### config.mk
export PLATFORM = sky130hd
export DESIGN_NAME = vga_timing_gen_flat
export DESIGN_NICKNAME = d
export VERILOG_FILES = /design/src/rtl/vga_timing_gen_pkg.sv /design/src/rtl/vga_timing_gen_if.sv /design/src/rtl/vga_timing_gen_delay_line.sv /design/src/rtl/vga_timing_gen.sv /design/src/flat_wrapper.sv
export SDC_FILE = /design/constraint.sdc
export NUM_CORES = 1
export LEC_CHECK = 0
export CORE_MARGIN = 4
export CORE_UTILIZATION = 55
export CTS_CLUSTER_SIZE = 40
export DETAILED_ROUTE_END_ITERATION = 10
export PLACE_DENSITY = 0.87
export SKIP_CTS_REPAIR_TIMING = 1
export SYNTH_ARGS = -nofsm -noshare
export SYNTH_HDL_FRONTEND = slang
export SYNTH_HIERARCHICAL = 1
export SYNTH_SLANG_ARGS = --single-unit
### constraint.sdc
create_clock -name clk -period 2.53 [get_ports clk]
set_input_delay 0.506 -clock clk [delete_from_list [all_inputs] [get_ports clk]]
set_output_delay 0.506 -clock clk [all_outputs]
set_load 0.1 [all_outputs]
### src/rtl/vga_timing_gen_pkg.sv
// ============================================================================
//  Module      : vga_timing_pkg
//  Description : Default 640x480@60 Hz raster constants, derived totals and
//                sync windows, and the framebuffer address helper shared by
//                the VGA timing generator and its interface.
//  Revision    : 1.0 - initial release
// ============================================================================
`default_nettype none

package vga_timing_pkg;

  // Horizontal timing, in pixels
  localparam int H_ACTIVE = 640;
  localparam int H_FP     = 16;
  localparam int H_SYNC   = 96;
  localparam int H_BP     = 48;

  // Vertical timing, in lines
  localparam int V_ACTIVE = 480;
  localparam int V_FP     = 10;
  localparam int V_SYNC   = 2;
  localparam int V_BP     = 33;

  // Derived totals and sync windows (inclusive bounds)
  localparam int H_TOTAL      = H_ACTIVE + H_FP + H_SYNC + H_BP;
  localparam int V_TOTAL      = V_ACTIVE + V_FP + V_SYNC + V_BP;
  localparam int H_SYNC_START = H_ACTIVE + H_FP;
  localparam int H_SYNC_END   = H_SYNC_START + H_SYNC - 1;
  localparam int V_SYNC_START = V_ACTIVE + V_FP;
  localparam int V_SYNC_END   = V_SYNC_START + V_SYNC - 1;

  // Framebuffer window anchored at the top-left of the screen
  localparam int IMG_W      = 256;
  localparam int IMG_H      = 256;
  localparam int IMG_W_LOG2 = $clog2(IMG_W);

  // Latency of the downstream colour stage
  localparam int PIPE_DLY = 1;

  // Datapath widths
  localparam int CNT_W  = 10;
  localparam int ADDR_W = 16;

  // Signals that travel through the delay line alongside the colour read
  typedef struct packed {
    logic hsync;
    logic vsync;
    logic de;
    logic in_image;
  } dly_bundle_t;

  // Syncs idle high, enables idle low
  localparam dly_bundle_t DLY_RST_VAL = '{hsync: 1'b1, vsync: 1'b1, de: 1'b0, in_image: 1'b0};

  // Framebuffer address as a shift-or; valid because x < IMG_W inside the window
  function automatic logic [ADDR_W-1:0] pixel_addr(
    input logic [CNT_W-1:0] x,
    input logic [CNT_W-1:0] y,
    input int               w_log2
  );
    logic [ADDR_W-1:0] w_y_ext;
    logic [ADDR_W-1:0] w_x_ext;
    w_y_ext = {{(ADDR_W-CNT_W){1'b0}}, y};
    w_x_ext = {{(ADDR_W-CNT_W){1'b0}}, x};
    return (w_y_ext << w_log2) | w_x_ext;
  endfunction

endpackage

`default_nettype wire

### src/rtl/vga_timing_gen_if.sv
// ============================================================================
//  Module      : vga_timing_gen_if
//  Description : Raster bundle between the timing generator (master) and the
//                colour/framebuffer stage and DAC pins (slave).
//  Revision    : 1.0 - initial release
// ============================================================================
`default_nettype none

interface vga_timing_gen_if;
  import vga_timing_pkg::*;

  logic [CNT_W-1:0]  x_pos;
  logic [CNT_W-1:0]  y_pos;
  logic              display_enable;
  logic [ADDR_W-1:0] addr_out;
  logic              in_image;
  logic              frame_start;
  logic              hsync_d;
  logic              vsync_d;
  logic              de_d;
  logic              in_image_d;

  modport master (
    output x_pos, y_pos, display_enable, addr_out, in_image, frame_start,
    output hsync_d, vsync_d, de_d, in_image_d
  );

  modport slave (
    input x_pos, y_pos, display_enable, addr_out, in_image, frame_start,
    input hsync_d, vsync_d, de_d, in_image_d
  );

endinterface

`default_nettype wire

### src/rtl/vga_timing_gen_delay_line.sv
// ============================================================================
//  Module      : vga_delay_line
//  Description : Parameterised-width, parameterised-depth shift register with
//                asynchronous active-low reset to a per-bit reset value.
//  Revision    : 1.0 - initial release
// ============================================================================
`default_nettype none

module vga_delay_line #(
  parameter int               WIDTH   = 4,
  parameter int               DEPTH   = 1,
  parameter logic [WIDTH-1:0] RST_VAL = '0
) (
  input  logic             clk,
  input  logic             rst_n,
  input  logic [WIDTH-1:0] data_i,
  output logic [WIDTH-1:0] data_o
);

  logic [WIDTH-1:0] stage_q [DEPTH];

  // Shift one stage per clock; every stage returns to RST_VAL on reset
  always_ff @(posedge clk or negedge rst_n) begin
    if (!rst_n) begin
      for (int i = 0; i < DEPTH; i++) begin
        stage_q[i] <= RST_VAL;
      end
    end else begin
      stage_q[0] <= data_i;
      for (int i = 1; i < DEPTH; i++) begin
        stage_q[i] <= stage_q[i-1];
      end
    end
  end

  assign data_o = stage_q[DEPTH-1];

endmodule

`default_nettype wire

### src/rtl/vga_timing_gen.sv
// ============================================================================
//  Module      : vga_timing_gen
//  Description : VGA raster timing generator. Free-running h/v counters feed
//                registered position, enable, framebuffer address and sync;
//                syncs and enables are further delayed PIPE_DLY cycles to
//                line up with the colour stage's registered memory read.
//  Revision    : 1.0 - initial release
// ============================================================================
`default_nettype none

module vga_timing_gen
  import vga_timing_pkg::*;
#(
  parameter int H_ACTIVE = vga_timing_pkg::H_ACTIVE,
  parameter int H_FP     = vga_timing_pkg::H_FP,
  parameter int H_SYNC   = vga_timing_pkg::H_SYNC,
  parameter int H_BP     = vga_timing_pkg::H_BP,
  parameter int V_ACTIVE = vga_timing_pkg::V_ACTIVE,
  parameter int V_FP     = vga_timing_pkg::V_FP,
  parameter int V_SYNC   = vga_timing_pkg::V_SYNC,
  parameter int V_BP     = vga_timing_pkg::V_BP,
  parameter int IMG_W    = vga_timing_pkg::IMG_W,
  parameter int IMG_H    = vga_timing_pkg::IMG_H,
  parameter int PIPE_DLY = vga_timing_pkg::PIPE_DLY
) (
  input  logic             clk,
  input  logic             rst_n,
  vga_timing_gen_if.master vga_o
);

  // Window compares use a width that holds IMG_W/IMG_H up to 65536
  localparam int c_ext_w = 17;

  localparam int c_h_total = H_ACTIVE + H_FP + H_SYNC + H_BP;
  localparam int c_v_total = V_ACTIVE + V_FP + V_SYNC + V_BP;

  localparam logic [CNT_W-1:0] c_h_last   = CNT_W'(c_h_total - 1);
  localparam logic [CNT_W-1:0] c_v_last   = CNT_W'(c_v_total - 1);
  localparam logic [CNT_W-1:0] c_h_active = CNT_W'(H_ACTIVE);
  localparam logic [CNT_W-1:0] c_v_active = CNT_W'(V_ACTIVE);
  localparam logic [CNT_W-1:0] c_hs_start = CNT_W'(H_ACTIVE + H_FP);
  localparam logic [CNT_W-1:0] c_hs_end   = CNT_W'(H_ACTIVE + H_FP + H_SYNC - 1);
  localparam logic [CNT_W-1:0] c_vs_start = CNT_W'(V_ACTIVE + V_FP);
  localparam logic [CNT_W-1:0] c_vs_end   = CNT_W'(V_ACTIVE + V_FP + V_SYNC - 1);

  localparam logic [c_ext_w-1:0] c_img_w = c_ext_w'(IMG_W);
  localparam logic [c_ext_w-1:0] c_img_h = c_ext_w'(IMG_H);
  localparam int                 c_img_w_log2 = $clog2(IMG_W);

  // Raster counters
  logic [CNT_W-1:0]  h_cnt_q, h_cnt_d;
  logic [CNT_W-1:0]  v_cnt_q, v_cnt_d;

  // Registered per-pixel outputs
  logic [CNT_W-1:0]  x_pos_q, x_pos_d;
  logic [CNT_W-1:0]  y_pos_q, y_pos_d;
  logic              de_q, de_d;
  logic              in_image_q, in_image_d;
  logic [ADDR_W-1:0] addr_q, addr_d;
  logic              frame_start_q, frame_start_d;
  logic              hs_q, hs_d;
  logic              vs_q, vs_d;

  // Combinational decode of the current counter position
  logic              w_h_wrap;
  logic              w_active;
  logic              w_in_img;
  logic [c_ext_w-1:0] w_h_ext;
  logic [c_ext_w-1:0] w_v_ext;

  dly_bundle_t       w_dly_in;
  dly_bundle_t       w_dly_out;

  // Counter advance and decode of the pixel the counters currently point at
  always_comb begin
    w_h_wrap = (h_cnt_q == c_h_last);
    h_cnt_d  = w_h_wrap ? '0 : h_cnt_q + 1'b1;
    v_cnt_d  = v_cnt_q;
    if (w_h_wrap) begin
      v_cnt_d = (v_cnt_q == c_v_last) ? '0 : v_cnt_q + 1'b1;
    end

    w_h_ext  = {{(c_ext_w-CNT_W){1'b0}}, h_cnt_q};
    w_v_ext  = {{(c_ext_w-CNT_W){1'b0}}, v_cnt_q};
    w_active = (h_cnt_q < c_h_active) && (v_cnt_q < c_v_active);
    w_in_img = w_active && (w_h_ext < c_img_w) && (w_v_ext < c_img_h);

    x_pos_d       = w_active ? h_cnt_q : '0;
    y_pos_d       = w_active ? v_cnt_q : '0;
    de_d          = w_active;
    in_image_d    = w_in_img;
    addr_d        = w_in_img ? pixel_addr(h_cnt_q, v_cnt_q, c_img_w_log2) : '0;
    frame_start_d = (h_cnt_q == '0) && (v_cnt_q == '0);
    hs_d          = !((h_cnt_q >= c_hs_start) && (h_cnt_q <= c_hs_end));
    vs_d          = !((v_cnt_q >= c_vs_start) && (v_cnt_q <= c_vs_end));
  end

  // Counter and output registers; reset clears everything to an idle raster
  always_ff @(posedge clk or negedge rst_n) begin
    if (!rst_n) begin
      h_cnt_q       <= '0;
      v_cnt_q       <= '0;
      x_pos_q       <= '0;
      y_pos_q       <= '0;
      de_q          <= 1'b0;
      in_image_q    <= 1'b0;
      addr_q        <= '0;
      frame_start_q <= 1'b0;
      hs_q          <= 1'b1;
      vs_q          <= 1'b1;
    end else begin
      h_cnt_q       <= h_cnt_d;
      v_cnt_q       <= v_cnt_d;
      x_pos_q       <= x_pos_d;
      y_pos_q       <= y_pos_d;
      de_q          <= de_d;
      in_image_q    <= in_image_d;
      addr_q        <= addr_d;
      frame_start_q <= frame_start_d;
      hs_q          <= hs_d;
      vs_q          <= vs_d;
    end
  end

  // Syncs and enables follow the colour stage's read latency
  assign w_dly_in = '{hsync: hs_q, vsync: vs_q, de: de_q, in_image: in_image_q};

  vga_delay_line #(
    .WIDTH   ($bits(dly_bundle_t)),
    .DEPTH   (PIPE_DLY),
    .RST_VAL (DLY_RST_VAL)
  ) u_dly (
    .clk    (clk),
    .rst_n  (rst_n),
    .data_i (w_dly_in),
    .data_o (w_dly_out)
  );

  assign vga_o.x_pos          = x_pos_q;
  assign vga_o.y_pos          = y_pos_q;
  assign vga_o.display_enable = de_q;
  assign vga_o.addr_out       = addr_q;
  assign vga_o.in_image       = in_image_q;
  assign vga_o.frame_start    = frame_start_q;
  assign vga_o.hsync_d        = w_dly_out.hsync;
  assign vga_o.vsync_d        = w_dly_out.vsync;
  assign vga_o.de_d           = w_dly_out.de;
  assign vga_o.in_image_d     = w_dly_out.in_image;

endmodule

`default_nettype wire

### src/flat_wrapper.sv
// flat-port wrapper written by rule: the top's interface ports become plain ports
module vga_timing_gen_flat import vga_timing_pkg::*;
#(
  parameter int H_ACTIVE = vga_timing_pkg::H_ACTIVE,
  parameter int H_FP     = vga_timing_pkg::H_FP,
  parameter int H_SYNC   = vga_timing_pkg::H_SYNC,
  parameter int H_BP     = vga_timing_pkg::H_BP,
  parameter int V_ACTIVE = vga_timing_pkg::V_ACTIVE,
  parameter int V_FP     = vga_timing_pkg::V_FP,
  parameter int V_SYNC   = vga_timing_pkg::V_SYNC,
  parameter int V_BP     = vga_timing_pkg::V_BP,
  parameter int IMG_W    = vga_timing_pkg::IMG_W,
  parameter int IMG_H    = vga_timing_pkg::IMG_H,
  parameter int PIPE_DLY = vga_timing_pkg::PIPE_DLY
)
  (clk, rst_n, vga_o_x_pos, vga_o_y_pos, vga_o_display_enable, vga_o_addr_out, vga_o_in_image, vga_o_frame_start, vga_o_hsync_d, vga_o_vsync_d, vga_o_de_d, vga_o_in_image_d);
  vga_timing_gen_if vga_o_i ();
  input  logic clk;
  input  logic rst_n;
  output wire logic [$bits(vga_o_i.x_pos)-1:0] vga_o_x_pos;
  output wire logic [$bits(vga_o_i.y_pos)-1:0] vga_o_y_pos;
  output wire logic [$bits(vga_o_i.display_enable)-1:0] vga_o_display_enable;
  output wire logic [$bits(vga_o_i.addr_out)-1:0] vga_o_addr_out;
  output wire logic [$bits(vga_o_i.in_image)-1:0] vga_o_in_image;
  output wire logic [$bits(vga_o_i.frame_start)-1:0] vga_o_frame_start;
  output wire logic [$bits(vga_o_i.hsync_d)-1:0] vga_o_hsync_d;
  output wire logic [$bits(vga_o_i.vsync_d)-1:0] vga_o_vsync_d;
  output wire logic [$bits(vga_o_i.de_d)-1:0] vga_o_de_d;
  output wire logic [$bits(vga_o_i.in_image_d)-1:0] vga_o_in_image_d;
  assign vga_o_x_pos = vga_o_i.x_pos;
  assign vga_o_y_pos = vga_o_i.y_pos;
  assign vga_o_display_enable = vga_o_i.display_enable;
  assign vga_o_addr_out = vga_o_i.addr_out;
  assign vga_o_in_image = vga_o_i.in_image;
  assign vga_o_frame_start = vga_o_i.frame_start;
  assign vga_o_hsync_d = vga_o_i.hsync_d;
  assign vga_o_vsync_d = vga_o_i.vsync_d;
  assign vga_o_de_d = vga_o_i.de_d;
  assign vga_o_in_image_d = vga_o_i.in_image_d;
  vga_timing_gen #(.H_ACTIVE(H_ACTIVE), .H_FP(H_FP), .H_SYNC(H_SYNC), .H_BP(H_BP), .V_ACTIVE(V_ACTIVE), .V_FP(V_FP), .V_SYNC(V_SYNC), .V_BP(V_BP), .IMG_W(IMG_W), .IMG_H(IMG_H), .PIPE_DLY(PIPE_DLY)) u_core (.clk(clk), .rst_n(rst_n), .vga_o(vga_o_i));
endmodule
### After elaboration in Yosys (flattened, before gate mapping)

Index checks and enable logic that the tools add are counted.

| cells by class | value |
|---|---|
| $add $sub $neg | 2 |
| order comparisons | 8 |
| equality and inequality tests | 2 |
| multiplexer cells | 5 |
| bitwise gates (word level) | 1 |
| reductions and logical operators | 10 |

Operator list:

| kind | number |
|---|---|
| $mux 10 | 4 |
| $lt 10x9->1 const B | 3 |
| $add 10x1->10 const B | 2 |
| $eq 10x10->1 const B | 2 |
| $logic_not 10->1 | 2 |
| $mux 16 | 1 |
| $or 16x10->16 | 1 |
| $ge 10x10->1 const B | 1 |
| $ge 10x9->1 const B | 1 |
| $le 10x10->1 const B | 1 |
| $le 10x9->1 const B | 1 |
| $lt 10x10->1 const B | 1 |
| $logic_and 1x1->1 | 6 |
| $logic_not 1->1 | 2 |

| storage, ports and cells | value |
|---|---|
| flip-flop bits (word level) | 65 |
| bits of input ports | 2 |
| output and inout port bits | 43 |
| logic and storage cells | 39 |

### Longest topological paths before layout

Gate-level depths: netlist of run 1.

| logic depth | value |
|---|---|
| depth in word-level cells | 5 |
| gate-level depth with buffers | 6 |
| gate-level depth less buffers | 5 |

### Modules after synthesis

The synthesis of run 1 kept the hierarchy.

By module, submodules not included:

| module | instances | cells each | area an instance (µm²) | sequential area each (µm²) |
|---|---|---|---|---|
| vga_timing_gen | 1 | 195 | 2379.8 | 1529.0 |
| vga_delay_line | 1 | 4 | 102.6 | 102.6 |

### Worst setup path after synthesis of run 1

No wires, ideal clock.

| timing path | value |
|---|---|
| path type | flip-flop to flip-flop |
| start point | register u_core.h_cnt_q[0] |
| end point | register u_core.v_cnt_q[4] |
| setup time | 0.066 ns |
| arrival time | 1.518 ns |
| data required time | 2.464 ns |
| slack | 0.946 ns |
| cell stages (with the launch flop) | 6 |
| buffers on the path | 0 |
| period minus slack after synthesis | 1.584 ns |
| cells stage by stage | dfrtp_1 > ha_1 > and3_1 > nand3_4 > or4b_1 > nand2_1 |

| on the way | value |
|---|---|
| cells in the longest elaborated chain, start to end | 1 |

Ends and longest elaborated chain:

| item | RTL line | source |
|---|---|---|
| start, declared | vga_timing_gen.sv:51 | `logic [CNT_W-1:0] h_cnt_q, h_cnt_d;` |
| start signal, assigned | vga_timing_gen.sv:112 | `h_cnt_q <= h_cnt_d;` |
| $eq 10x10->1 | vga_timing_gen.sv:76 | `w_h_wrap = (h_cnt_q == c_h_last);` |
| end signal, assigned | vga_timing_gen.sv:113 | `v_cnt_q <= v_cnt_d;` |
| end, declared | vga_timing_gen.sv:52 | `logic [CNT_W-1:0] v_cnt_q, v_cnt_d;` |

No other way between the ends.
A chain may end at the register's enable or synchronous reset.

### Worst setup path after layout of run 1

| timing path | value |
|---|---|
| start point | register u_core.h_cnt_q[0] |
| end point | register u_core.v_cnt_q[8] |

Same word-level chain as after synthesis.

==> run metrics, run 1 <==
clock skew 0.00407 ns; post-synthesis mux area share 0.00403; Core Util, Final 0.705; share of layout cells above drive strength 1 0.279; max_slew headroom 0.493; clock root buffer clkbuf_8; Comb pwr share 0.013; CTS buffer count 9; GR Util All Layers 0.189; post-synth cell types 35; Final setup viols 0; crit path DAT 2.04 ns; Layout area overhead 23.6%; H-Tree Depth 3; I/O Buffers 44; CP Buf/Inv Count 0; vias per cell 5.41; Async SR Flop Fraction 1.00; Synth Register Bits 65; # diodes 0; Cell Pwr Density 664 nW/um^2; Cell Int Power 0.00163 W; Final Hold Slack 0.340 ns; Synth Net Count 205; worst-path cell chain ha_1 > and3_1 > and3_1 > nand4_1 > xnor2_1; R2R depth 5; Post-synth EDFFs 0; post-synthesis compound-gate area fraction 0.0383; vias in the first global route 1674; switching share of power 0.201; critical path's most frequent cell and3_1; Crit. path cell count 5; Post-route DRC 0; clock share of power 0.476; fillers 296; WP data required 2.75 ns; critical path's largest stage delay 0.43 ns; Sequential cell area 1630 um^2; wirelength, routed 4610 um; Die Width 75.2 um; final hold vios 0; Boundary Pins 45; largest net degree at the start of global routing 66; setup tns final 0 ns; Worst Path Class, Setup flip-flop to flip-flop; Die Ht 75.2 um; largest family of logic cells by synthesized area simple AND/OR/NAND/NOR gates; final net count 252; adder-cell share of the synthesized area 0.0202; antenna violations before repair 0; first-pass GRT wire length 7740 um; Switch Pwr 0.000409 W; area taken by multi-input logic gates 782 um^2; critical path capture point type flip-flop; met2 routed WL 2160 um; CTS tree built; CTS clk-pin slew, worst paths 0.07 ns; Simple-Gate Fraction of Synth Area 0.216; clock tree sinks 65; clk buf depth 2; Post-DP HPWL 2990 um; DR WL met3 310 um; fin. max-slew vios 0; worst hold path class primary input to async pin; First DRT Iteration DRCs 80; global route overflow 0; first drt pass iteration count 4; RSZ-0062 raised after global routing no; Syn Area/Cell 12.5 um^2; Vias 1638; Seq pwr share 0.511; Top Metal Used met4; CP top delay family simple AND/OR/NAND/NOR gates; core box area 4350 um^2; Antenna Nets Post-Route 0; sequential-to-total area share from yosys stat 0.657; startpoint types flip-flop; Avg WL per Cell 15.2 um; CP max stage cell and3_1; Lkg Pwr 1.48 nW; Slew @ Worst Pin 0.760 ns; min cycle time layout 1.83 ns; Max Cap Viol 0; routability congestion estimate 0.878; Initial Utilization 0.570; outcome completed; die footprint 5650 um^2; fmax 547 MHz; worst-path maximum fanout 10; VDD IR-drop max 369 uV; ys flop type dfrtp_1; Post-Syn Instances 199; Ys Warns 6; Rows 24; Skew-Pair Late Insertion Delay 0.33 ns; xor and xnor area share after synthesis 0.0353; period utilization 0.723; Post-Route M1 WL 1960 um; Cell Area, Synth 2480 um^2
==> through the flow <==
step / instances / cell area [um^2] / total power, W / worst slack (ns)
final: 303 / 3070 / 0.00204 / 0.701
after CTS: 303 / 3070 / 0.00206 / 0.715
after global placement: 287 / 2840 / 0.00109 / 0.858
after detailed placement: 287 / 2840 / 0.00109 / 0.744
after global routing: 303 / 3070 / 0.00211 / 0.565
after floorplan: 199 / 2480 / 0.00107 / 0.946
==> path summary, 6_finish.rpt <==
check                                       start                      to  slack [ns]
worst min-delay path                        rst_n   u_core/vga_o.y_pos[6]        0.34
min in group clk                      u_core/vs_q  u_core/u_dly/data_o[2]        0.36
worst max register to register  u_core/h_cnt_q[0]       u_core/v_cnt_q[8]        0.70
max in group asynchronous                   rst_n       u_core/h_cnt_q[5]        1.70
worst max-delay path            u_core/h_cnt_q[0]       u_core/v_cnt_q[8]        0.70
worst min register to register        u_core/vs_q  u_core/u_dly/data_o[2]        0.36
==> layout by cell type (no fill, tap or decap), types with 2 or more instances in the layout <==
| cell | netlist | final |
|---|---|---|
| dfrtp_1 | 61 | 61 |
| buf_4 | 0 | 45 |
| and2_1 | 29 | 29 |
| nand3_1 | 11 | 11 |
| clkbuf_8 | 0 | 10 |
| nand2_1 | 9 | 9 |
| nor4_1 | 8 | 8 |
| nor2_1 | 7 | 7 |
| xnor2_1 | 6 | 6 |
| o21ai_1 | 6 | 6 |
| inv_1 | 5 | 5 |
| nand4_1 | 5 | 5 |
| and3_1 | 4 | 4 |
| o21ai_0 | 4 | 4 |
| xor2_1 | 4 | 4 |
| ha_1 | 4 | 4 |
| dfstp_2 | 4 | 4 |
| o21a_1 | 3 | 3 |
| and4_1 | 3 | 3 |
| bufinv_16 | 0 | 2 |
| a21oi_1 | 2 | 2 |
==> cells in the mapped netlist (2+ instances only) <==
cell      count  area, um^2
o21ai_1       6        30.0
and3_1        4        25.0
nand4_1       5        31.3
and2_1       29         181
inv_1         5        18.8
xnor2_1       6        52.6
nand2_1       9        33.8
nand3_1      11        55.1
a21oi_1       2        10.0
clkbuf_1      5        18.8
buf_2         4        20.0
ha_1          4        50.1
nor4_1        8        50.1
o21a_1        3        22.5
o21ai_0       4        20.0
xor2_1        4        35.0
dfrtp_1      61        1530
and4_1        3        26.3
nor2_1        7        26.3
dfstp_2       4         105
==> cell families after synthesis <==
family / count (synthesis)
buf+inv: 15
simple gates: 86
xor+xnor: 10
mux: 1
fa+ha+maj: 4
compound gates: 17
flops: 65
other cells: 1
==> worst register-to-register path, stage by stage (launching register included) <==
cell,delay [ns]
dfrtp_1,0.42
ha_1,0.22
and3_1,0.29
and3_1,0.43
nand4_1,0.19
xnor2_1,0.16
==> flip-flops by register name, summed over array words and instances (netlist names) <==
signal	count
u_core/vga_o.x_pos	10
u_core/vs_q	1
u_core/v_cnt_q	10
u_core/vga_o.display_enable	1
u_core/vga_o.in_image	1
u_core/vga_o.frame_start	1
u_core/hs_q	1
u_core/vga_o.y_pos	10
u_core/u_dly/data_o	4
u_core/h_cnt_q	10
u_core/vga_o.addr_out	16
==> routing by layer <==
metal	vias to the layer above	track usage
met3	20	0.0534
met4	0	0.138
met1	788	0.238
met2	53	0.279
li1	777	-
met5	-	0
==> final cells by class <==
type	count	area share
sequential	65	0.532
multi-input combinational	119	0.255
timing repair buffer	46	0.112
clock buffer	10	0.0449
clock inverter	6	0.0294
tap	52	0.0212
inverter	5	0.00612
==> power by group through the flow <==
stage / Sequential, W / Combinational (W) / Clock, W
final: 0.00104 / 0.0000275 / 0.000969
after global routing: 0.00104 / 0.0000324 / 0.00104
after CTS: 0.00104 / 0.0000290 / 0.000990
after detailed placement: 0.00106 / 0.0000290 / 0
after global placement: 0.00106 / 0.0000284 / 0
after floorplan: 0.00107 / 0.000000129 / 0
Power figures use the tool's default switching activity.
==> run 2, diff against run 1 <==
- CORE_UTILIZATION: 55 -> 46
- PLACE_DENSITY: 0.87 -> 0.78
- clock period: 2.53 -> 1.55 ns (I/O delays scaled with it)
==> run 2 against run 1 <==
Final cell count is 17% higher; sequential power increased by 63%; combinational power increased by 130%; die area up 17%; routed wire length up 28%; sequential cell count stayed put; hold slack better by 0.018 ns; worst setup slack got worse by 0.66 ns; critical path depth did not move; critical path type unchanged.
==> run metrics, run 2 (same netlist as run 1, synthesis figures left out) <==
Reg-to-Reg End u_core/v_cnt_q[4] (was u_core/v_cnt_q[8]); vias in the first global route 1927 (was 1674); min cycle time layout 1.51 ns (was 1.83 ns); fmax 661 MHz (was 547 MHz); final net count 286 (was 252); Avg WL per Cell 16.6 um (was 15.2 um); clock tree sinks 65 (unchanged); Largest register FFs 16 (unchanged); M1 GR Usage 0.238 (about the same); met3 Track Usage GR 0.0515 (was 0.0534); core box area 5170 um^2 (was 4350 um^2); Lkg Pwr 1.81 nW (was 1.48 nW); I/O Buffers 44 (unchanged); Hold Startpoint u_core/hs_q; Die Ht 81.5 um (was 75.2 um); dpl cell area 3660 um^2 (was 2840 um^2); Core Util, Final 0.755 (was 0.705); die footprint 6640 um^2 (was 5650 um^2); Cell Pwr Density 822 nW/um^2 (was 664 nW/um^2); CP max stage cell or4b_1 (was and3_1); largest net degree at the start of global routing 26 (was 66); RSZ-0062 raised after global routing no (unchanged); clock skew 0.00536 ns (was 0.00407 ns); flop-to-flop setup slack 0.04 ns (was 0.70 ns); CP Buf/Inv Count 0 (unchanged); Initial Utilization 0.480 (was 0.570); Boundary Pins 45 (unchanged); H-Tree Depth 3 (unchanged); share of layout cells above drive strength 1 0.368 (was 0.279); Rows 26 (was 24); hold endpoint u_core/u_dly/data_o[3]; most frequent cells in the layout dfrtp_1 (61), buf_12 (45), buf_4 (32) (was dfrtp_1 (61), buf_4 (45), and2_1 (29)); global route overflow 0 (unchanged); Max Cap Viol 0 (unchanged); final hold vios 0 (unchanged); finished layout cell area 3900 um^2 (was 3070 um^2); antenna violations before repair 0 (unchanged); fillers 299 (was 296); clock root buffer clkbuf_8 (unchanged); critical path capture point type flip-flop (unchanged); Post-DP HPWL 4270 um (was 2990 um); met2 Usage GRT 0.337 (was 0.279); first drt pass iteration count 4 (unchanged); Final setup viols 0 (unchanged); routability congestion estimate 0.920 (was 0.878); period utilization 0.976 (was 0.723); fin cells 355 (was 303); Worst Path Class, Setup flip-flop to flip-flop (unchanged); startpoint types flip-flop (unchanged); placed insts 336 (was 287); wirelength, routed 5890 um (was 4610 um); GR Util All Layers 0.203 (was 0.189); CTS buffer count 9 (unchanged); CTS tree built (unchanged); crit path DAT 1.79 ns (was 2.04 ns); Sequential cell area 1630 um^2 (unchanged); first-pass GRT wire length 9600 um (was 7740 um); commonest non-fill, non-tap cell in the layout dfrtp_1 (unchanged); VDD IR-drop max 578 uV (was 369 uV); Post-route DRC 0 (unchanged); clk buf depth 2 (unchanged); worst-path cell chain ha_2 > and3_4 > nand3_4 > or4b_1 > nand2_1 (was ha_1 > and3_1 > and3_1 > nand4_1 > xnor2_1); R2R depth 5 (unchanged); Antenna Nets Post-Route 0 (unchanged); Vias 1853 (was 1638); Die Width 81.5 um (was 75.2 um); Final Power 0.00321 W (was 0.00204 W); CTS clk-pin slew, worst paths 0.07 ns (about the same); Critical R2R Launch u_core/h_cnt_q[0] (unchanged); hold depth 0; Layout area overhead 57.3% (was 23.6%); CP top delay family simple AND/OR/NAND/NOR gates (unchanged); critical path's largest stage delay 0.52 ns (was 0.43 ns); area taken by multi-input logic gates 800 um^2 (was 782 um^2); Skew-Pair Late Insertion Delay 0.34 ns (was 0.33 ns); fin. max-slew vios 0 (unchanged); setup tns final 0 ns (unchanged); outcome completed (unchanged); vias per cell 5.22 (was 5.41); gr busiest metal met2 (unchanged); First DRT Iteration DRCs 108 (was 80); # diodes 0 (unchanged); worst-path maximum fanout 4 (was 10); worst hold path class flip-flop to flip-flop (was primary input to async pin); WP data required 1.83 ns (was 2.75 ns)
run 2: cell type report:
cell class | count | share of cell area
sequential | 65 | 0.418
inverter | 5 | 0.00481
timing repair buffer | 80 | 0.299
clock inverter | 3 | 0.0103
multi-input combinational | 119 | 0.205
tap | 70 | 0.0224
clock buffer | 13 | 0.0407
run 2: worst max-delay path by stage:
stage	start	endpoint	slack, ns	cells past startpoint
floorplan	u_core/h_cnt_q[5]	u_core/v_cnt_q[4]	0.005	5
global placement	u_core/h_cnt_q[0]	u_core/v_cnt_q[4]	0.11	5
detailed placement	u_core/v_cnt_q[1]	u_core/v_cnt_q[4]	0.04	5
CTS	u_core/v_cnt_q[1]	u_core/v_cnt_q[4]	0.02	5
global route	u_core/h_cnt_q[0]	u_core/v_cnt_q[3]	0.003	6
finish	u_core/h_cnt_q[0]	u_core/v_cnt_q[4]	0.04	5
run 2: metal layers:
layer	vias to the layer above	routed length [um]
li1	841	-
met1	922	2370
met2	74	3000
met3	16	325
met4	0	186
met5	-	0
run 2: metrics by stage:
step	hold WS, ns	setup WS (ns)
2_1_floorplan	0.0144	0.00548
3_3_place_gp	0.290	0.111
3_5_place_dp	0.301	0.0357
4_1_cts	-0.0671	0.0163
5_1_grt	0.365	0.00280
6_report	0.358	0.0378
run 2: where the power goes:
part           total [W]  internal, W  switching [W]
Clock            0.00145     0.000827       0.000622
Sequential       0.00170      0.00170     0.00000107
Combinational  0.0000627    0.0000177      0.0000450
Total            0.00321      0.00254       0.000668
